===== src/rtl/spi_master_ctrl_if.sv =====
// Local-controller and SPI pin bundle for spi_master_ctrl.
// slave: the controller's own view. master: the local host plus the SPI slave device.
interface spi_master_ctrl_if;
  logic       start;
  logic [9:0] tx_frame;
  logic       busy;
  logic       done;
  logic [7:0] rd_data;
  logic       rd_valid;
  logic       SS_n;
  logic       MOSI;
  logic       MISO;

  modport master (
    output start, tx_frame, MISO,
    input  busy, done, rd_data, rd_valid, SS_n, MOSI
  );

  modport slave (
    input  start, tx_frame, MISO,
    output busy, done, rd_data, rd_valid, SS_n, MOSI
  );
endinterface


===== src/rtl/spi_master_ctrl.sv =====
// Bit-serial SPI initiator: sends a 10-bit {cmd,data} frame and captures the read-data reply.
// Optional abort/aborted ports are enabled by defining SPI_MASTER_ABORT_EN.
module spi_master_ctrl #(
  parameter int unsigned TURN_CYCLES = 2,
  parameter int unsigned GAP_CYCLES  = 1
) (
  input  logic             clk,
  input  logic             rst_n,
  spi_master_ctrl_if.slave bus
`ifdef SPI_MASTER_ABORT_EN
  ,
  input  logic             abort,
  output logic             aborted
`endif
);

  localparam int unsigned FRAME_W = 10;
  localparam int unsigned DATA_W  = 8;
  localparam int unsigned CNT_W   = 4;
  localparam int unsigned TURN_W  = $clog2(TURN_CYCLES + 1);
  localparam int unsigned GAP_W   = $clog2(GAP_CYCLES + 1);

  typedef enum logic [2:0] {IDLE, SEL, SHIFT, TURN, RECV, GAP} state_e;

  state_e               state_q, state_d;
  logic [FRAME_W-1:0]   frame_q, frame_d;
  logic [CNT_W-1:0]     bit_cnt_q, bit_cnt_d;
  logic [TURN_W-1:0]    turn_cnt_q, turn_cnt_d;
  logic [GAP_W-1:0]     gap_cnt_q, gap_cnt_d;
  logic [DATA_W-2:0]    shadow_q, shadow_d;
  logic                 ss_n_q, ss_n_d;
  logic                 mosi_q, mosi_d;
  logic                 busy_q, busy_d;
  logic                 done_q, done_d;
  logic                 rd_valid_q, rd_valid_d;
  logic [DATA_W-1:0]    rd_data_q, rd_data_d;
  logic                 abort_hit;
  logic                 is_rd;

  assign is_rd = (frame_q[FRAME_W-1 -: 2] == 2'b11);

  // Next-state logic; output registers are loaded from the decoded next state
  always_comb begin
    state_d    = state_q;
    frame_d    = frame_q;
    bit_cnt_d  = bit_cnt_q;
    turn_cnt_d = turn_cnt_q;
    gap_cnt_d  = gap_cnt_q;
    shadow_d   = shadow_q;
    abort_hit  = 1'b0;

    case (state_q)
      IDLE: begin
        if (bus.start) begin
          frame_d = bus.tx_frame;
          state_d = SEL;
        end
      end
      SEL: begin
        state_d   = SHIFT;
        bit_cnt_d = CNT_W'(FRAME_W - 1);
      end
      SHIFT: begin
        if (bit_cnt_q == '0) begin
          if (is_rd) begin
            state_d    = TURN;
            turn_cnt_d = TURN_W'(TURN_CYCLES - 1);
          end else begin
            state_d   = GAP;
            gap_cnt_d = GAP_W'(GAP_CYCLES - 1);
          end
        end else begin
          bit_cnt_d = bit_cnt_q - CNT_W'(1);
        end
      end
      TURN: begin
        if (turn_cnt_q == '0) begin
          state_d   = RECV;
          bit_cnt_d = CNT_W'(DATA_W - 1);
        end else begin
          turn_cnt_d = turn_cnt_q - TURN_W'(1);
        end
      end
      RECV: begin
        shadow_d = {shadow_q[DATA_W-3:0], bus.MISO};
        if (bit_cnt_q == '0) begin
          state_d   = GAP;
          gap_cnt_d = GAP_W'(GAP_CYCLES - 1);
        end else begin
          bit_cnt_d = bit_cnt_q - CNT_W'(1);
        end
      end
      GAP: begin
        if (gap_cnt_q == '0) begin
          state_d = IDLE;
        end else begin
          gap_cnt_d = gap_cnt_q - GAP_W'(1);
        end
      end
      default: state_d = IDLE;
    endcase

`ifdef SPI_MASTER_ABORT_EN
    // Abort overrides any active-frame transition and releases the slave
    if (abort && (state_q == SEL || state_q == SHIFT || state_q == TURN || state_q == RECV)) begin
      state_d   = GAP;
      gap_cnt_d = GAP_W'(GAP_CYCLES - 1);
      abort_hit = 1'b1;
    end
`endif
  end

  // Registered pin/status values derived from the state being entered
  always_comb begin
    ss_n_d     = (state_d == IDLE) || (state_d == GAP);
    busy_d     = (state_d != IDLE);
    mosi_d     = 1'b0;
    if (state_d == SEL) begin
      mosi_d = frame_d[FRAME_W-1];
    end else if (state_d == SHIFT) begin
      mosi_d = frame_d[bit_cnt_d];
    end
    done_d     = (state_d == GAP) && (state_q != GAP) && !abort_hit;
    rd_valid_d = done_d && is_rd;
    rd_data_d  = rd_data_q;
    if ((state_q == RECV) && (state_d == GAP) && !abort_hit) begin
      rd_data_d = {shadow_q, bus.MISO};
    end
  end

  always_ff @(posedge clk or negedge rst_n) begin
    if (!rst_n) begin
      state_q    <= IDLE;
      frame_q    <= '0;
      bit_cnt_q  <= '0;
      turn_cnt_q <= '0;
      gap_cnt_q  <= '0;
      shadow_q   <= '0;
      ss_n_q     <= 1'b1;
      mosi_q     <= 1'b0;
      busy_q     <= 1'b0;
      done_q     <= 1'b0;
      rd_valid_q <= 1'b0;
      rd_data_q  <= '0;
    end else begin
      state_q    <= state_d;
      frame_q    <= frame_d;
      bit_cnt_q  <= bit_cnt_d;
      turn_cnt_q <= turn_cnt_d;
      gap_cnt_q  <= gap_cnt_d;
      shadow_q   <= shadow_d;
      ss_n_q     <= ss_n_d;
      mosi_q     <= mosi_d;
      busy_q     <= busy_d;
      done_q     <= done_d;
      rd_valid_q <= rd_valid_d;
      rd_data_q  <= rd_data_d;
    end
  end

`ifdef SPI_MASTER_ABORT_EN
  logic aborted_q;

  always_ff @(posedge clk or negedge rst_n) begin
    if (!rst_n) begin
      aborted_q <= 1'b0;
    end else begin
      aborted_q <= abort_hit;
    end
  end

  assign aborted = aborted_q;
`endif

  assign bus.SS_n     = ss_n_q;
  assign bus.MOSI     = mosi_q;
  assign bus.busy     = busy_q;
  assign bus.done     = done_q;
  assign bus.rd_valid = rd_valid_q;
  assign bus.rd_data  = rd_data_q;

endmodule


===== src/flat_wrapper.sv =====
// flat-port wrapper written by rule: the top's interface ports become plain ports
module spi_master_ctrl_flat 
#(
  parameter int unsigned TURN_CYCLES = 2,
  parameter int unsigned GAP_CYCLES  = 1
)
  (clk, rst_n, bus_start, bus_tx_frame, bus_MISO, bus_busy, bus_done, bus_rd_data, bus_rd_valid, bus_SS_n, bus_MOSI);
  spi_master_ctrl_if bus_i ();
  input  logic clk;
  input  logic rst_n;
  input wire logic [$bits(bus_i.start)-1:0] bus_start;
  input wire logic [$bits(bus_i.tx_frame)-1:0] bus_tx_frame;
  input wire logic [$bits(bus_i.MISO)-1:0] bus_MISO;
  output wire logic [$bits(bus_i.busy)-1:0] bus_busy;
  output wire logic [$bits(bus_i.done)-1:0] bus_done;
  output wire logic [$bits(bus_i.rd_data)-1:0] bus_rd_data;
  output wire logic [$bits(bus_i.rd_valid)-1:0] bus_rd_valid;
  output wire logic [$bits(bus_i.SS_n)-1:0] bus_SS_n;
  output wire logic [$bits(bus_i.MOSI)-1:0] bus_MOSI;
  assign bus_i.start = bus_start;
  assign bus_i.tx_frame = bus_tx_frame;
  assign bus_i.MISO = bus_MISO;
  assign bus_busy = bus_i.busy;
  assign bus_done = bus_i.done;
  assign bus_rd_data = bus_i.rd_data;
  assign bus_rd_valid = bus_i.rd_valid;
  assign bus_SS_n = bus_i.SS_n;
  assign bus_MOSI = bus_i.MOSI;
  spi_master_ctrl #(.TURN_CYCLES(TURN_CYCLES), .GAP_CYCLES(GAP_CYCLES)) u_core (.clk(clk), .rst_n(rst_n), .bus(bus_i));
endmodule

===== config.mk =====
export PLATFORM = sky130hd
export DESIGN_NAME = spi_master_ctrl_flat
export DESIGN_NICKNAME = d
export VERILOG_FILES = /design/src/rtl/spi_master_ctrl_if.sv /design/src/rtl/spi_master_ctrl.sv /design/src/flat_wrapper.sv
export SDC_FILE = /design/constraint.sdc
export NUM_CORES = 1
export LEC_CHECK = 0
export BUFFER_PORTS_ARGS = -buffer_cell sky130_fd_sc_hd__clkbuf_2
export CORE_ASPECT_RATIO = 0.9
export CORE_MARGIN = 3
export CORE_UTILIZATION = 50
export CTS_CLUSTER_SIZE = 10
export DETAILED_ROUTE_END_ITERATION = 8
export PLACE_DENSITY = 0.77
export SLEW_MARGIN = 20
export SYNTH_ARGS = -nofsm -noshare
export SYNTH_HDL_FRONTEND = slang
export SYNTH_SLANG_ARGS = --single-unit

===== constraint.sdc =====
create_clock -name clk -period 6.2 [get_ports clk]
set_input_delay 0.31 -clock clk [delete_from_list [all_inputs] [get_ports clk]]
set_output_delay 0.31 -clock clk [all_outputs]
set_load 0.03 [all_outputs]

# After elaboration in Yosys (flattened, before gate mapping)
# Cells that the tools add are included.
# totals
register_bits,40
inputBits,14
out_inout_bits,13
elab_cells,70
# classes
addsub,3
n_reduce_logical,14
n_mux,25
n_eq_ne,15
order_cmp,1
# op_table
op,n
10-bit 2-to-1 mux,2
3-bit 2-to-1 mux,6
3-bit case mux with 6 select lines,1
4-bit case mux with 3 select lines,1
3-bit by 2-bit equality test with 1-bit output (second input constant),3
3-bit equality test (second input constant),3
4-bit 2-to-1 mux,2
4-bit AND reduction,2
1-bit 2-to-1 mux,7
3-bit by 1-bit equality test with 1-bit output (second input constant),2
3-bit logical NOT,2
2-bit 2-to-1 mux,3
2-bit by 1-bit != test with 1-bit output (second input constant),3
3-bit nonzero test,2
4-bit by 5-bit less-than comparator with 1-bit output (second input constant),1
1-bit binary-select mux with 4-bit select,1
4-bit logical NOT,1
2-bit != test (second input constant),2
2-bit case mux with 2 select lines,1
4-bit by 1-bit subtractor with 4-bit output (second input constant),1
1-bit logical AND,3
3-bit != test (second input constant),1
1-bit case mux with 3 select lines,1
2-bit equality test (second input constant),1
other kinds (6),6

# Depth between registers and ports, before layout
# logic_depth
depth_word,7
ltp_mapped,10
ltp_nobuf,9

# Worst setup path after synthesis
# OpenSTA, ideal clock, no wires.
# synth_timing
kind,register -> register
from,register u_core.state_q[0]
to,register u_core.mosi_q (netlist: u_core.bus.MOSI)
t_arrival_ns,2.006
setup_time_ns,0.129
required_time_ns,6.071
period_less_slack_ns,2.135
slack_ns,4.065
path_stages_with_launch,8
path_buffers,1
path_cell_list,dfrtp_1 -> nor4b_2 -> buf_2 -> mux2_2 -> nand3b_1 -> o2111ai_1 -> nor4bb_1 -> o31ai_1
# synth_between
elab_cells_between_ends,21
cone_classes,eq/ne (7); mux (12); reduce/logical (2)
# synth_rtl
element,line,rtl
"start, declared",spi_master_ctrl.sv:25,"state_e state_q, state_d;"
"start signal, assigned",spi_master_ctrl.sv:146,state_q <= state_d;
3-bit logical NOT,spi_master_ctrl.sv:52,case (state_q)
10-bit 2-to-1 mux,spi_master_ctrl.sv:52,
via u_core.frame_d[2],spi_master_ctrl.sv:26,"logic [FRAME_W-1:0] frame_q, frame_d;"
1-bit binary-select mux with 4-bit select,spi_master_ctrl.sv:121,mosi_d = frame_d[bit_cnt_d];
1-bit 2-to-1 mux (not written as such),spi_master_ctrl.sv:121,
1-bit 2-to-1 mux,spi_master_ctrl.sv:120,end else if (state_d == SHIFT) begin
1-bit 2-to-1 mux,spi_master_ctrl.sv:118,if (state_d == SEL) begin
via u_core.mosi_d,spi_master_ctrl.sv:32,"logic mosi_q, mosi_d;"
"end signal, assigned",spi_master_ctrl.sv:153,mosi_q <= mosi_d;
"end, declared",spi_master_ctrl.sv:32,
# The timed path passes the listed nets, and every way through them passes these cells. The select of a mux whose other input is x is not followed.
# A chain may end at the register's enable or synchronous reset.

# Worst setup path after layout
# layout_timing
from,register u_core.bit_cnt_q[0]
to,register u_core.mosi_q (netlist: u_core.bus.MOSI)
# layout_between
elab_chain_len,7
elab_cells_between_ends,14
cone_classes,add/sub (1); eq/ne (2); mux (10); reduce/logical (1)
# layout_lines
element,line,rtl
"start, declared",spi_master_ctrl.sv:27,"logic [CNT_W-1:0] bit_cnt_q, bit_cnt_d;"
"start signal, assigned",spi_master_ctrl.sv:148,bit_cnt_q <= bit_cnt_d;
4-bit by 1-bit subtractor with 4-bit output or 4-bit logical NOT (tied branches),n/a,
4-bit 2-to-1 mux *,"spi_master_ctrl.sv:64, spi_master_ctrl.sv:86",
4-bit case mux with 3 select lines *,spi_master_ctrl.sv:52,
via u_core.bit_cnt_d[1],spi_master_ctrl.sv:27,
1-bit binary-select mux with 4-bit select *,spi_master_ctrl.sv:121,
1-bit 2-to-1 mux (not written as such) *,spi_master_ctrl.sv:121,
1-bit 2-to-1 mux *,spi_master_ctrl.sv:120,
1-bit 2-to-1 mux *,spi_master_ctrl.sv:118,
via u_core.mosi_d,spi_master_ctrl.sv:32,
# The timed path passes the listed nets; every way through them passes the cells marked *. The select of a mux whose other input is x is not followed.

==> metrics <==
Cells after DPL=about 220; max cap viols=0; synth top area cells=dfrtp_1, mux2_1, mux2_2; post-CTS setup buffers=0; synth warn=0; final wirelength=~3700 um; CP delay by family, top=simple AND/OR/NAND/NOR gates; endpoint class of the critical path=flip-flop; met3 wire length=about 130 um; placement-stage cell area=around 0.0020 sq mm; Post-DP HPWL=between 2000 and 3000 um; DR vias/cell=between 5 and 6; Core Box Area=about 0.0035 sq mm; first-pass iteration count of the detailed router=4; Cell Area, Synth=approximately 0.0019 sq mm; Synth async-reset ratio=100%; iteration-0 DRC count of the detailed router=70; n_diodes=0; PortBufs=26; cts hold-fix bufs=0; Syn Inst Count=around 160; GR Overflow Total=0; slowest CP cell=nor3b_2; Worst-path clk slew=about 0.07 ns; max incr delay on CP=between 0.4 and 0.5 ns; post-synth top area share=50.5%; RSZ-0062 raised after global routing=false; Worst EP arrival=about 2.7 ns; Sequential Power Share=around two fifths; first-pass GRT wire length=between 6000 and 7000 um; CP required=6.40 ns; clock root cell=clkbuf_8; origin of the critical flop-to-flop path=u_core.bit_cnt_q[0]; clk buf depth=2; DRT antenna net count=0; Residual DRC=0; Switch Pwr=around 0.46 mW; Finished Layout Cells=about 230; fin. max-slew vios=0; fin crit period=2.50 ns; final hold viol count=0; initial antenna violation count=0; Yosys cell types=52; met1 WL=about 1700 um; startpoint class of the critical path=flip-flop; sequential area share after synthesis=between 50% and 60%; CTS tree=yes; R2R depth=8; final cycle utilization of the critical path=between 40% and 50%; Int Power=between 0.6 and 0.7 mW; vias in the first global route=roughly 1400; Worst R2R Setup Slack=3.70 ns; DR WL met2=1750 um; Layout Nets=between 200 and 250; GRT Total Usage=18.0%; Via Count=around 1300; Finished Core Util=about three fifths; Reg2Reg Capture Point=u_core.bus.MOSI; CP Cell Sequence=inv_1 -> ha_1 -> nor3b_2 -> or3_1 -> o211ai_2 -> a2111oi_0 -> nor4bb_1 -> o31ai_1; H-tree depth=2; worst IR drop on VDD=just under 300 uV; P_leak=approximately 1.1 nW; EDFF count, synth=0; max_slew headroom=between 30% and 40%; largest net degree at the start of global routing=40; design area=0.00213 sq mm; clk_lat worst skew=between 0.2 and 0.3 ns; Top Layer Used=met4; most frequent cells in the layout=dfrtp_1, clkbuf_2, mux2_1; CTS resizes=0; power density over the cells=around 520 mW/mm^2; CP max FO=9; Primary FF master, synth=dfrtp_1; combinational power share=roughly 46%; Final Wtd Congestion=between 0.9 and 1; layout cells sized above 1=roughly 26%; clock sinks=39; Starting Density=between 50 and 60%; area growth from synthesis to layout=13.4%; cts bufs inserted=5; final setup violation count=0; commonest non-fill, non-tap cell in the layout=dfrtp_1; area leader, netlist=dfrtp_1; syn_area_per_cell=between 10 and 15 sq um; kind of critical path=reg -> reg; die span in x=70.7 um; io pins=27; setup_tns=0 ns; die area=roughly 0.0045 sq mm; critical path buffer and inverter count=1; fmax=around 400 MHz; Routed WL per cell=15.9 um; register bit total from synthesis=39; HP Class=in -> async; row count=20; outcome=finished, final reports clean; switching share of power=between 40 and 50%; Die Y=64.2 um; Worst-Margin Slew=a little over 0.9 ns; clk_skew=slightly above 0.004 ns; clock share of power=approximately 15%; syn_nets=175; power after layout=about 1.1 mW
-- kinds of logic (layout without fill, tap and decap cells) --
logic type	count (synthesis)	in the layout	synth area share, %
compound gates	32	32	13.1
simple gates	38	38	12.4
buf+inv	18	46	3.86
mux	28	28	16.4
fa+ha+maj	3	3	1.86
xor+xnor	1	1	0.466
flops	39	39	51.9
-- worst max-delay path by stage --
stage / cells past startpoint / from / to
floorplan: 7 / u_core.state_q[0] / u_core.bus.MOSI
global placement: 7 / u_core.state_q[0] / u_core.bus.MOSI
detailed placement: 7 / u_core.state_q[0] / u_core.bus.MOSI
CTS: 7 / u_core.state_q[0] / u_core.bus.MOSI
global route: 9 / u_core.bit_cnt_q[0] / u_core.bus.MOSI
finish: 8 / u_core.bit_cnt_q[0] / u_core.bus.MOSI
-- cell usage after synthesis, drive strengths merged, types with 2 or more instances --
library cell  number
a22o               2
nor2               6
mux2              22
a2111oi            3
nand3b             3
mux2i              6
nand2b             2
and2               2
inv               12
nor2b              2
nor3               2
a21oi              3
nor3b              2
o311ai             2
dfrtp             38
o21ai              6
a21o               2
buf                5
o21a               3
o2111ai            2
ha                 2
nand2              9
-- power groups by stage --
stage	clock network [mW]	registers (mW)	logic, mW
global route	0.184	0.448	0.561
detailed placement	0	0.437	0.502
floorplan	0	0.417	0.397
CTS	0.173	0.432	0.505
global placement	0	0.428	0.475
finish	0.168	0.433	0.505
-- per-layer routing --
metal	up-vias	GRT usage, %
li1	634	-
met3	12	4.40
met1	662	23.6
met2	33	28.6
met5	-	0
met4	0	7.04
-- stage by stage --
step                hold slack (ns)  setup slack, ns
floorplan                    0.0144             4.06
global placement              0.461             3.84
detailed placement            0.474             3.73
CTS                           0.191             3.71
global route                  0.241             3.51
finish                        0.146             3.70
-- state kept, by name, indices dropped and copies added, names as in the netlist --
name                 count
u_core.bus.busy          1
u_core.state_q           3
u_core.turn_cnt_q        2
u_core.bus.MOSI          1
u_core.bus.done          1
u_core.frame_q          10
u_core.bus.SS_n          1
u_core.bus.rd_data       8
u_core.bus.rd_valid      1
u_core.bit_cnt_q         4
u_core.shadow_q          7
-- cell type report --
cell class / count / area [sq um]
Clock buffer: 6 / 82.6
Clock inverter: 1 / 5.00
Fill cell: 292 / 1370
Inverter: 12 / 45.0
Multi-Input combinational cell: 102 / 832
Sequential cell: 39 / 977
Tap cell: 44 / 55.1
Timing Repair Buffer: 27 / 138
Power figures use the tool's default switching activity.
